==> config.mk <==
export PLATFORM = sky130hd
export DESIGN_NAME = cnu_msg_gen
export DESIGN_NICKNAME = d
export VERILOG_FILES = /design/src/rtl/cnu_msg_gen.sv
export SDC_FILE = /design/constraint.sdc
export NUM_CORES = 1
export LEC_CHECK = 0
export BUFFER_PORTS_ARGS = -buffer_cell sky130_fd_sc_hd__buf_2
export CORE_MARGIN = 2
export CORE_UTILIZATION = 53
export DETAILED_ROUTE_END_ITERATION = 10
export PLACE_DENSITY = 0.82
export SYNTH_ARGS = -nofsm -noshare
export SYNTH_HDL_FRONTEND = slang
export SYNTH_SLANG_ARGS = --single-unit
==> constraint.sdc <==
create_clock -name clk -period 5.32 [get_ports clk]
set_input_delay 0.532 -clock clk [delete_from_list [all_inputs] [get_ports clk]]
set_output_delay 0.532 -clock clk [all_outputs]
set_load 0.03 [all_outputs]
==> src/rtl/cnu_msg_gen.sv <==
// Offset min-sum check-node message generator: takes one (min, min2, min_idx, sgn)
// frame and streams D check-to-variable messages {sign, magnitude}, one per edge.
module cnu_msg_gen #(
    parameter int data_w = 8,
    parameter int idx_w  = 8,
    parameter int D      = 5,
    parameter int OFFSET = 1
) (
    input  logic              clk,
    input  logic              rst,
    input  logic              in_valid,
    output logic              in_ready,
    input  logic [data_w-1:0] min,
    input  logic [data_w-1:0] min2,
    input  logic [idx_w-1:0]  min_idx,
    input  logic [D-1:0]      sgn,
    output logic              out_valid,
    input  logic              out_ready,
    output logic [data_w:0]   out_msg,
    output logic [idx_w-1:0]  out_idx,
    output logic              out_last
);

    typedef enum logic {IDLE, EMIT} state_t;

    localparam logic [data_w-1:0] OFF  = data_w'(OFFSET);
    localparam logic [idx_w-1:0]  LAST = idx_w'(D - 1);

    state_t             state;
    logic [idx_w-1:0]   k;
    logic [data_w-1:0]  min_r;
    logic [data_w-1:0]  min2_r;
    logic [idx_w-1:0]   idx_r;
    logic [D-1:0]       sgn_r;
    logic               par_r;
    logic               accept;
    logic               fire;
    logic [idx_w-1:0]   k_next;

    // Message for edge kk; sign is suppressed on a zero magnitude.
    function automatic logic [data_w:0] beat_msg(
        input logic [data_w-1:0] m,
        input logic [data_w-1:0] m2,
        input logic [idx_w-1:0]  mi,
        input logic [idx_w-1:0]  kk,
        input logic [D-1:0]      s,
        input logic              p
    );
        logic [data_w-1:0] raw;
        logic [data_w-1:0] mag;
        logic              sb;
        raw = (kk == mi) ? m2 : m;
        mag = (raw > OFF) ? raw - OFF : '0;
        sb  = 1'b0;
        for (int unsigned i = 0; i < D; i++) begin
            if (idx_w'(i) == kk) sb = s[i];
        end
        return {(mag != '0) && (p ^ sb), mag};
    endfunction

    assign fire     = out_valid && out_ready;
    assign in_ready = (state == IDLE) || (fire && out_last);
    assign accept   = in_valid && in_ready;
    assign k_next   = k + 1'b1;

    // Beat 0 is computed straight from the inputs so a new frame needs no extra cycle.
    always_ff @(posedge clk or posedge rst) begin
        if (rst) begin
            state     <= IDLE;
            k         <= '0;
            min_r     <= '0;
            min2_r    <= '0;
            idx_r     <= '0;
            sgn_r     <= '0;
            par_r     <= 1'b0;
            out_valid <= 1'b0;
            out_msg   <= '0;
            out_idx   <= '0;
            out_last  <= 1'b0;
        end else if (accept) begin
            state     <= EMIT;
            k         <= '0;
            min_r     <= min;
            min2_r    <= min2;
            idx_r     <= min_idx;
            sgn_r     <= sgn;
            par_r     <= ^sgn;
            out_valid <= 1'b1;
            out_msg   <= beat_msg(min, min2, min_idx, '0, sgn, ^sgn);
            out_idx   <= '0;
            out_last  <= (LAST == '0);
        end else if (fire) begin
            if (out_last) begin
                state     <= IDLE;
                k         <= '0;
                out_valid <= 1'b0;
            end else begin
                k         <= k_next;
                out_msg   <= beat_msg(min_r, min2_r, idx_r, k_next, sgn_r, par_r);
                out_idx   <= k_next;
                out_last  <= (k_next == LAST);
            end
        end
    end

endmodule

==> flow_metrics.tcl, run 1 <==
set metrics [dict create \
    drcViolationCount 0 \
    io_buffers 52 \
    gr-total-overflow 0 \
    tns_ns 0 \
    finalNetCount 502 \
    ant_nets 0 \
    fin_area_sq_um 4040 \
    criticalPathCategory "flip-flop to flip-flop" \
    cts_htree_levels 3 \
    clkTransAtPathRegs_ns 0.06 \
    grt_pass1_wl_microns 14700 \
    syn-num-nets 454 \
    routabilityCongestion 0.893 \
    cp_cell_sequence "ha_1 > xnor2_2 > xor2_1 > nand4_2 > nor4b_4 > buf_4 > mux2_2 > inv_1 > ha_1 > nand2_1 > xnor2_1 > mux2i_1 > nand2_1 > nor4bb_1 > o32ai_1" \
    firstDrtPassIters 5 \
    max_slew.worst_pin.slew_ns 0.870 \
    wirelength_microns 8900 \
    antenna_found_initial 0 \
    cp_data_arrival_time_ns 4.22 \
    syn_inst 413 \
    maxSlewHeadroom_pct 41.5 \
    slowest_stage "dfrtp_1" \
    outcome "finished, final reports clean" \
    cts_tree "done" \
    die_w_microns 86.0 \
    wire_per_inst_microns 16.4 \
    syn_area_per_cell_sq_um 8.63 \
    fillCellCount 571 \
    irDropWorstVdd_mv 0.264 \
    dpl_cell_area_sq_um 3850 \
    clock_skew_ns 0.00424 \
    cts_sinks 57 \
    yosys_register_bits 57 \
    hold_viol_final 0 \
    min_path_type "input port to async pin" \
    rows 29 \
    crit-reg2reg-launch "k[0]" \
    clk_path_buf_depth 2 \
    fin_crit_ns 4.01 \
    mostFrequentLayoutCell "nand2_1" \
    cts_hold_buf 0 \
    initial_core_util_pct 55.5 \
    multiInputGateArea_sq_um 2010 \
    rsz0062_at_grt "no" \
    coreArea_sq_um 6420 \
    grt_usage_pct 25.8 \
    met3_usage_pct 5.00 \
    grt.met1_usage_pct 39.6 \
    dp.cells 527 \
    async_flop_share_pct 100 \
    antenna_cells 0 \
    hpwl_microns 6470 \
    leakage_nw 1.98 \
    ys_seq_area_share_pct 40.0 \
    worst_slack_ns 1.31 \
    synth_cell_type_count 58 \
    worstRegToRegCells 15 \
    met2_usage_pct 35.8 \
    die_h_microns 86.0 \
    ctsResizeCount 0 \
    startpoint_type "flip-flop" \
    power_density_nw_per_um2 542 \
    ff2ff_setup_slack_ns 1.31 \
    die_area_sq_um 7390 \
    ys.flop_type "dfrtp_1" \
    cts_made_buffers 9 \
    num_vias 3129 \
    finalNonFillerCells 542 \
    period_share_pct 75.4 \
    ys_warn_count 0 \
    finalMaxSlewViolations 0 \
    final_util_pct 63.0 \
    final_cell_mix "nand2_1 (125), dfrtp_1 (57), buf_2 (52)" \
    area_growth_pct 13.5 \
    clk_latency_ns 0.34 \
    reg2reg_to "out_msg[8]" \
    grt_max_degree 58 \
    top_usage_layer "met1" \
    first_global_vias 2927 \
    io_pins 53 \
    cp_max_fo 13 \
    regArea_sq_um 1430 \
    required_ns 5.53 \
    syn-cell-area_sq_um 3560 \
    root_buffer "clkbuf_8" \
    setup_viol 0 \
    setup.worst_path.end_class "flip-flop" \
    drive_above_1_share_pct 19.1 \
    avgViaCountPerCell 5.77 \
    dr.first_iter.drc_count 266 \
    synth_edf_count 0 \
    worst_path_largest_cell_delay_ns 0.54 \
    maxCapViolCount 0 \
    dp_slack_ns 1.40 \
    post_cts_buffers 0 \
    maxClockFrequency_mhz 249 \
]
-- where the power goes --
group,internal [mW],switching (mW)
clock network,0.238,0.167
registers,0.605,0.188
logic,0.391,0.602
total,1.23,0.957
-- registers in the layout, summed over array words and instances (netlist names), 5 cells and up --
register,cells
idx_r,8
k,8
out_msg,9
min_r,8
sgn_r,5
min2_r,8
out_idx,8
-- per-layer routing --
metal / vias up / share of wire [%]
met5: - / 0
met4: 0 / 1.3
met3: 12 / 7.3
met2: 136 / 44
met1: 1485 / 48
li1: 1496 / -
-- worst max path at each step --
stage / startpoint / end / cells past startpoint
floorplan: k[0] / out_msg[8] / 17
global placement: k[0] / out_msg[8] / 15
detailed placement: k[0] / out_msg[8] / 15
CTS: k[0] / out_msg[8] / 15
global route: k[0] / out_msg[8] / 15
finish: k[0] / out_msg[8] / 15
-- through the flow --
step	hold slack, ns	total power, mW
2_1_floorplan	0.445	1.52
3_3_place_gp	0.455	1.76
3_5_place_dp	0.465	1.77
4_1_cts	0.391	2.19
5_1_grt	0.422	2.34
6_report	0.382	2.19
-- logic make-up (layout without fill, tap and decap cells) --
logic type | Yosys count | count (layout) | share of synthesized area [%]
fa+ha+maj | 8 | 8 | 2.81
simple gates | 211 | 211 | 27.8
mux | 11 | 11 | 3.13
flops | 57 | 57 | 40.0
xor+xnor | 40 | 40 | 10.9
compound gates | 59 | 59 | 11.7
buf+inv | 27 | 79 | 3.65
-- cell type report --
cell class,count,area share [%]
clock buffers,12,3.84
well taps,77,2.38
multi-input cells,329,49.6
clock inverters,3,0.990
repair buffers,56,7.18
flip-flops and latches,57,35.3
inverters,8,0.743
-- cell usage after synthesis, drive strengths merged (2+ instances only) --
cell type    n  area (sq um)
ha           8           100
nand4        3          31.3
buf          8          58.8
a21o         5          37.5
nor4b        5          58.8
nand2b       7          43.8
inv          8          30.0
nor3         8          51.3
nand2      125           469
nor4         6          37.5
a211o        2          17.5
o21ai       25           140
a22oi        4          30.0
mux2i       10           100
or3          3          18.8
xor2        11          96.3
nand3b       2          15.0
xnor2       28           268
o221ai       6          58.8
dfrtp       57          1430
a22o         2          17.5
and4         2          17.5
clkbuf      11          41.3
a211oi       2          15.0
a21oi        4          23.8
nor2        34           135
and2         2          12.5
nand3       10          70.1
-- critical path, delay by kind of cell (launching register included) --
family                   cells  cell delay, ns
adder cells (fa/ha/maj)      2            0.83
XOR/XNOR                     3            0.58
multiplexers                 2            0.57
AND/OR/NAND/NOR              5            0.92
AO/OA/AOI/OAI                1            0.12
flip-flops                   1            0.54
buffers and inverters        2            0.31
Power figures use the tool's default switching activity.
==> run 2: changes to the inputs <==
--- a/config.mk
+++ b/config.mk
@@ -5,11 +5,12 @@
 export SDC_FILE = /design/constraint.sdc
 export NUM_CORES = 1
 export LEC_CHECK = 0
+export ABC_AREA = 1
 export BUFFER_PORTS_ARGS = -buffer_cell sky130_fd_sc_hd__buf_2
 export CORE_MARGIN = 2
-export CORE_UTILIZATION = 53
+export CORE_UTILIZATION = 52
 export DETAILED_ROUTE_END_ITERATION = 10
-export PLACE_DENSITY = 0.82
+export PLACE_DENSITY = 0.84
 export SYNTH_ARGS = -nofsm -noshare
 export SYNTH_HDL_FRONTEND = slang
 export SYNTH_SLANG_ARGS = --single-unit
==> constraint.sdc (replaced) <==
create_clock -name clk -period 3.3 [get_ports clk]
set_input_delay 0.33 -clock clk [delete_from_list [all_inputs] [get_ports clk]]
set_output_delay 0.33 -clock clk [all_outputs]
set_load 0.03 [all_outputs]
==> flow_metrics.tcl, run 2 <==
set metrics [dict create \
    outcome "finished, final reports clean" \
    initial_core_util_pct 53.2 \
    cts_made_buffers 9 \
    dpl_cell_area_sq_um 3950 \
    maxSlewHeadroom_pct 40.6 \
    rsz0062_at_grt "no" \
    power_density_nw_per_um2 932 \
    yosys_register_bits 57 \
    wire_per_inst_microns 14.4 \
    drcViolationCount 0 \
    io_buffers 52 \
    period_share_pct 91.3 \
    clk_latency_ns 0.35 \
    syn_inst 503 \
    wirelength_microns 9320 \
    mostFrequentLayoutCell "nand2_1" \
    cts_tree "done" \
    avgViaCountPerCell 5.42 \
    top_usage_layer "met2" \
    setup_viol 0 \
    hpwl_microns 7010 \
    worstRegToRegCells 20 \
    cp_data_arrival_time_ns 3.28 \
    antenna_cells 0 \
    grt_max_degree 50 \
    syn-num-nets 544 \
    cp_max_fo 10 \
    ys_warn_count 0 \
    io_pins 53 \
    firstDrtPassIters 5 \
    startpoint_type "flip-flop" \
    fin_area_sq_um 4180 \
    routabilityCongestion 0.982 \
    min_path_type "input port to async pin" \
    num_vias 3515 \
    first_global_vias 3249 \
    reg2reg_to "out_msg[8]" \
    coreArea_sq_um 6760 \
    finalMaxSlewViolations 0 \
    grt_pass1_wl_microns 15700 \
    maxClockFrequency_mhz 332 \
    die_h_microns 87.2 \
    dr.first_iter.drc_count 327 \
    synth_top_area_share_pct 39.7 \
    required_ns 3.57 \
    syn_area_per_cell_sq_um 7.15 \
    grt_usage_pct 26.8 \
    antenna_found_initial 0 \
    clock_skew_ns 0.00958 \
    max_slew.worst_pin.slew_ns 0.890 \
    maxCapViolCount 0 \
    root_buffer "clkbuf_8" \
    leakage_nw 2.26 \
    drive_above_1_share_pct 21.1 \
    finalNetCount 604 \
    gr-total-overflow 0 \
    hold_viol_final 0 \
    regMostFlops "out_msg" \
    irDropWorstVdd_mv 0.412 \
    grt.met1_usage_pct 38.2 \
    fillCellCount 610 \
    ys.flop_type "dfrtp_1" \
    ff2ff_setup_slack_ns 0.29 \
    clkTransAtPathRegs_ns 0.07 \
    yosys-top-cells-count "nand2_1 (153), inv_1 (69), dfrtp_1 (57), o21ai_0 (52), nand3_1 (40)" \
    setup.worst_path.end_class "flip-flop" \
    rows 30 \
    final_cell_mix "nand2_1 (153), inv_1 (68), dfrtp_1 (55)" \
    die_w_microns 87.2 \
    synth_edf_count 0 \
    largest_reg_flops 9 \
    fin_crit_ns 3.01 \
    met2_usage_pct 41.2 \
    cts_sinks 57 \
    met3_usage_pct 6.35 \
    syn-cell-area_sq_um 3600 \
    synth_area_leaders "dfrtp_1 (40%), nand2_1 (16%), o21ai_0 (7.2%), inv_1 (7.2%), nand3_1 (5.6%)" \
    tns_ns 0 \
    crit-reg2reg-launch "k[0]" \
    yosysMostFrequentCell "nand2_1" \
    async_flop_share_pct 100 \
    die_area_sq_um 7600 \
    ys_seq_area_share_pct 39.7 \
    cts_htree_levels 3 \
    area_growth_pct 16.2 \
    clk_path_buf_depth 2 \
    synth_cell_type_count 33 \
    ant_nets 0 \
    criticalPathCategory "flip-flop to flip-flop" \
    synth_top_area_cell "dfrtp_1" \
]
run 2: cell types whose count changed after synthesis, sizes merged, moves of 8 or more:
| cell | delta |
|---|---|
| nand4 | +12 |
| nand2 | +40 |
| o21ai | +30 |
| xor2 | -8 |
| nand3 | +37 |
| mux2i | -10 |
| inv | +66 |
| xnor2 | -25 |
run 2: timing repair:
action	CTS	global route
endpoints found under the setup margin	0	1
hold buffers	0	0
resized for setup	0	3
buffers inserted	0	2
run 2: how the worst max path moves through the flow:
stage / startpoint / endpoint / slack [ns] / cells after the start
after floorplan: k[0] / out_msg[8] / 0.59 / 20
after global routing: k[0] / out_msg[8] / 0.01 / 20
final: k[0] / out_msg[8] / 0.29 / 20
after detailed placement: k[0] / out_msg[8] / 0.18 / 20
after global placement: k[0] / out_msg[8] / 0.24 / 20
after CTS: k[0] / out_msg[8] / 0.11 / 20
run 2: stage by stage:
step / power [mW] / hold slack, ns / std cells / setup WS, ns / utilization [%]
2_1_floorplan: 2.65 / 0.440 / 503 / 0.590 / -
3_3_place_gp: 3.12 / 0.449 / 630 / 0.237 / 58.5
3_5_place_dp: 3.16 / 0.454 / 630 / 0.175 / 58.5
4_1_cts: 3.85 / 0.193 / 646 / 0.111 / 61.5
5_1_grt: 4.21 / 0.214 / 648 / 0.0136 / 61.9
6_report: 3.90 / 0.170 / 648 / 0.285 / 61.9
run 2: kinds of logic after synthesis:
kind of cell             share of synthesized area, %
AO/OA/AOI/OAI                                    11.4
adder cells (fa/ha/maj)                          2.78
XOR/XNOR                                         1.46
flip-flops                                       39.7
buffers and inverters                            8.87
AND/OR/NAND/NOR                                  35.8
run 2: final cells by class:
type	count	area [sq um]	area share (%)
timing repair buffer	59	313	7.48
clock buffer	11	151	3.62
multi-input combinational	362	1860	44.4
sequential	57	1430	34.2
tap	80	100	2.39
clock inverter	5	53.8	1.29
inverter	74	278	6.64
run 2: where the power goes:
part,internal [mW],leakage [nW],switching (mW)
registers,0.986,0.719,0.206
logic,0.641,1.43,1.38
clock network,0.387,0.109,0.300
run 2: critical path, stage by stage (launching register included):
cell,delay (ns)
dfrtp_2,0.41
inv_2,0.08
ha_1,0.33
xnor2_1,0.15
nand2_1,0.14
nor2_1,0.13
nand2_1,0.10
nor2_4,0.17
nand3_2,0.14
nand2_1,0.08
nand2_1,0.12
ha_1,0.29
nor2_1,0.15
nor2_2,0.07
nand2_4,0.11
nand3_1,0.11
nand3_1,0.09
nor2_1,0.04
nand2_1,0.05
nand2_1,0.04
a21oi_1,0.12
run 2: metal layers:
layer	up-vias	share of wire, %
li1	1739	-
met2	138	45
met4	0	1.6
met3	16	6.1
met5	-	0
met1	1622	47
